`config.mk`:
```
export PLATFORM = sky130hd
export DESIGN_NAME = serial_deser
export DESIGN_NICKNAME = d
export VERILOG_FILES = /design/src/rtl/serial_deser.sv
export SDC_FILE = /design/constraint.sdc
export NUM_CORES = 1
export LEC_CHECK = 0
export BUFFER_PORTS_ARGS = -buffer_cell sky130_fd_sc_hd__buf_2
export CAP_MARGIN = 0
export CORE_MARGIN = 2
export CORE_UTILIZATION = 40
export DETAILED_ROUTE_END_ITERATION = 10
export GPL_ROUTABILITY_DRIVEN = 0
export PLACE_DENSITY = 0.72
export SLEW_MARGIN = 20
export SYNTH_ARGS = -nofsm -noshare
export SYNTH_HDL_FRONTEND = slang
export SYNTH_SLANG_ARGS = --single-unit
```
`constraint.sdc`:
```
create_clock -name clk -period 3.3 [get_ports clk]
set_input_delay 0.165 -clock clk [delete_from_list [all_inputs] [get_ports clk]]
set_output_delay 0.165 -clock clk [all_outputs]
set_load 0.02 [all_outputs]
```
`src/rtl/serial_deser.sv`:
```
// LSB-first serial-to-parallel frame capture with a one-word hold handshake.
// Define SERIAL_NEG_EN to negate (two's complement) each frame as it arrives.
module serial_deser #(
  parameter int WIDTH = 8
) (
  input  logic             clk,
  input  logic             reset,
  input  logic             start,
  input  logic             a,
  input  logic             out_ready,
  output logic [WIDTH-1:0] word,
  output logic             word_valid,
  output logic             sign,
  output logic             zero,
  output logic             frame_err,
  output logic             overrun
);

  localparam int CW = $clog2(WIDTH);

  typedef enum logic [1:0] {
    IDLE,
    SHIFT,
    HOLD
  } state_t;

  state_t           state;
  logic [CW-1:0]    count;
  logic [WIDTH-2:0] sreg;
  logic             d;
  logic             last;
  logic             go;

`ifdef SERIAL_NEG_EN
  // Negation flips every bit after the first 1 seen in the frame
  logic seen_one;
  assign d = a ^ seen_one;
`else
  assign d = a;
`endif

  assign last = (count == CW'(WIDTH - 1));
  assign go   = start & ((state == IDLE) | (state == SHIFT) |
                         ((state == HOLD) & out_ready));

  always_ff @(posedge clk) begin
    if (reset) begin
      state      <= IDLE;
      count      <= '0;
      sreg       <= '0;
      word       <= '0;
      word_valid <= 1'b0;
      sign       <= 1'b0;
      zero       <= 1'b1;
      frame_err  <= 1'b0;
      overrun    <= 1'b0;
`ifdef SERIAL_NEG_EN
      seen_one   <= 1'b0;
`endif
    end else begin
      unique case (state)
        IDLE: begin
          if (start) state <= SHIFT;
        end
        SHIFT: begin
          if (start) begin
            frame_err <= 1'b1;
          end else if (last) begin
            state      <= HOLD;
            word       <= {d, sreg};
            sign       <= d;
            zero       <= ~d & ~|sreg;
            word_valid <= 1'b1;
          end
        end
        HOLD: begin
          if (out_ready) begin
            word_valid <= 1'b0;
            state      <= start ? SHIFT : IDLE;
          end else if (start) begin
            overrun <= 1'b1;
          end
        end
        default: state <= IDLE;
      endcase

      // Bit 0 of a frame never sees an earlier 1, so it is always raw a
      if (go) begin
        sreg  <= (WIDTH-1)'(a);
        count <= CW'(1);
`ifdef SERIAL_NEG_EN
        seen_one <= a;
`endif
      end else if (state == SHIFT) begin
        if (last) begin
          count <= '0;
        end else begin
          sreg  <= sreg | ((WIDTH-1)'(d) << count);
          count <= count + CW'(1);
        end
`ifdef SERIAL_NEG_EN
        seen_one <= seen_one | a;
`endif
      end
    end
  end

endmodule

```
==> summary.md <==
| Metric | Value |
|---|---|
| Status | finished, final reports clean |
| Worst min-delay path class | primary input to register |
| CTS tree | done |
| CP Data Arrival Time | 2070 ps |
| RSZ-0062 raised after global routing | false |
| Hold buffer count at cts | 0 |
| Seq. cell area | 480 sq um |
| Global-route wire length before repair | 2770 um |
| # port buffers | 17 |
| Number of routed nets with antenna violations | 0 |
| Area of the multi-input gates | 464 sq um |
| Gr ovfl total | 0 |
| Peak supply drop | 0.000217 V |
| Layout cells sized above 1 | 19.4% |
| Required @ worst endpoint | 3530 ps |
| Largest net degree at the start of global routing | 18 |
| Rel. slew slack | 77.8% |
| Synthesized net count | 121 |
| CTS clk-pin slew, worst paths | 130 ps |
| Seq/Total Area, Yosys | 47.8% |
| Maximum root-to-sink buffer count | 2 |
| Dominant cell type by area after synthesis | dfxtp_1 |
| RR Startpoint | count[1] |
| Final Skew | 4.41 ps |
| DP Area | 1080 sq um |
| Die Area | 2930 sq um |
| Final setup viols | 0 |
| TritonCTS Buffers | 3 |
| Synth Register Bits | 24 |
| Post-route cell area | 1110 sq um |
| Leak pwr | 0.451 nW |
| Max Slew Vio Count | 0 |
| Final Non-Filler Cells | 159 |
| Vias in the first global route | 658 |
| Synth top area cells | dfxtp_1 48%, a21oi_1 9.5%, nand2_1 7.5%, nor2_1 5.2%, buf_6 3.4% |
| Initial antenna violation count | 0 |
| Startpoint class of the critical path | register |
| Global Route Usage Sum | 12.9% |
| Placed cell count | 155 |
| Crit Path Max Fanout | 10 |
| Initial drt markers | 24 |
| Post-Synthesis Cell Area | 1000 sq um |
| Slew of the pin with the lowest slew margin | 333 ps |
| Critical path endpoint category | register |
| Post-CTS setup buffer count | 0 |
| Syn Area/Cell | 8.81 sq um |
| # IOs | 18 |
| 1st-pass router iterations | 4 |
| Residual DRC count | 0 |
| Initial Util | 41.3% |
| Setup CP Type | register to register |
| Filler cells | 248 |
| Crit. Startpoint | count[1] |
| Worst hold margin | 122 ps |
| Gate Count Post-Synth | 114 |
| Die width | 54.1 um |
| Placeable Area | 2430 sq um |
| Total clock sinks | 24 |
| Final worst path period need | 1850 ps |
| Hold path start | out_ready |
| Yosys warnings | 0 |
| Routed Wire Length | 1830 um |
| Die Ht | 54.1 um |
| Final TNS setup | 0 ps |
| Post-synth cell types | 28 |
| DR WL/cell | 11.5 um |
| Nets | 137 |
| Drt via density | 5.01 |
| CTS root buf | clkbuf_4 |
| Final HPWL from detailed placement | 1350 um |
| Fmax | 541 MHz |
| Post_cts resized | 0 |
| Vias after detailed routing | 796 |
| Maxcap violations | 0 |
| Period utilization | 56.0% |
| Area Growth Syn to Fin | 11.0% |
| PwrDens | 436 nW/um^2 |
| Worst-skew pair later-pin latency | 310 ps |
| Synth top area share | 47.8% |
| Total power | 0.486 mW |
| Htree depth | 1 |
| Final Hold Viols | 0 |
| Antenna Cells | 0 |
| Num rows | 18 |
-- cell families after synthesis --
| group | count (synthesis) | share of synthesized area, % |
|---|---|---|
| mux | 2 | 1.99 |
| simple gates | 51 | 27.6 |
| buf+inv | 9 | 5.98 |
| compound gates | 26 | 14.1 |
| fa+ha+maj | 2 | 2.49 |
| flops | 24 | 47.8 |
-- per-layer routing --
layer	vias to the layer above	track usage, %	part of all wire [%]
met5	-	0	0
met4	0	6.67	1.4
met3	3	1.67	2.5
met2	16	22.2	49
met1	362	15.7	47
li1	415	-	-
-- cells in the final DEF (no fill, tap or decap), drive strengths merged --
master / n
nor4: 2
inv: 3
nor4b: 1
nor3b: 1
nand2: 20
a21oi: 19
dfxtp: 24
buf: 17
nor3: 2
or2: 1
nand3b: 1
ha: 2
nor2b: 3
a211oi: 1
clkbuf: 4
o21ai: 2
and4bb: 1
nand2b: 3
a21boi: 1
nor2: 14
a2bb2oi: 1
and4: 1
nand3: 1
a31oi: 2
mux2i: 2
-- flip-flops by register name, summed over array words and instances, names as in the netlist --
name / count
word: 8
count: 3
overrun: 1
frame_err: 1
word_valid: 1
state: 2
sreg: 7
zero: 1
-- cell usage after synthesis, drive strengths merged --
cell / instances
nor2: 14
buf: 4
mux2i: 2
a211oi: 1
nand2b: 3
dfxtp: 24
nor4b: 1
nand3: 1
and4bb: 1
nor4: 2
nor2b: 3
clkbuf: 2
nor3b: 1
o21ai: 2
nand3b: 1
ha: 2
nand2: 20
nor3: 2
a2bb2oi: 1
or2: 1
a21boi: 1
inv: 3
a31oi: 2
a21oi: 19
and4: 1
-- worst max-delay path, stage by stage, from the launching register on --
cell and delay, ps:
dfxtp_1 470, ha_1 200, ha_1 250, nor3b_1 300, nand2_1 270, a21oi_1 210
nand2_1 60
-- path summary, 6_finish.rpt --
check	endpoint	slack, ps	depth (start not counted)
worst max-delay path	zero	1450	6
worst min-delay path	state[0]	120	3
worst max register to register	zero	1450	6
worst min register to register	word[6]	460	2
-- report_power, final --
group          internal (mW)  switching, mW
registers              0.294        0.00566
clock network         0.0675         0.0855
logic                 0.0139         0.0197
-- final cells by class --
class,instances,area share [%]
Clock buffer,4,3.25
Inverter,3,1.01
Multi-Input combinational cell,81,41.6
Sequential cell,24,43.1
Tap cell,30,3.37
Timing Repair Buffer,17,7.63
-- per-stage QoR --
step           util (%)  worst slack, ps
3_5_place_dp       44.3             1510
2_1_floorplan         -             1740
4_1_cts            45.8             1480
6_report           45.8             1450
3_3_place_gp       44.3             1610
5_1_grt            45.8             1270
(Power assumes the default switching activity.)
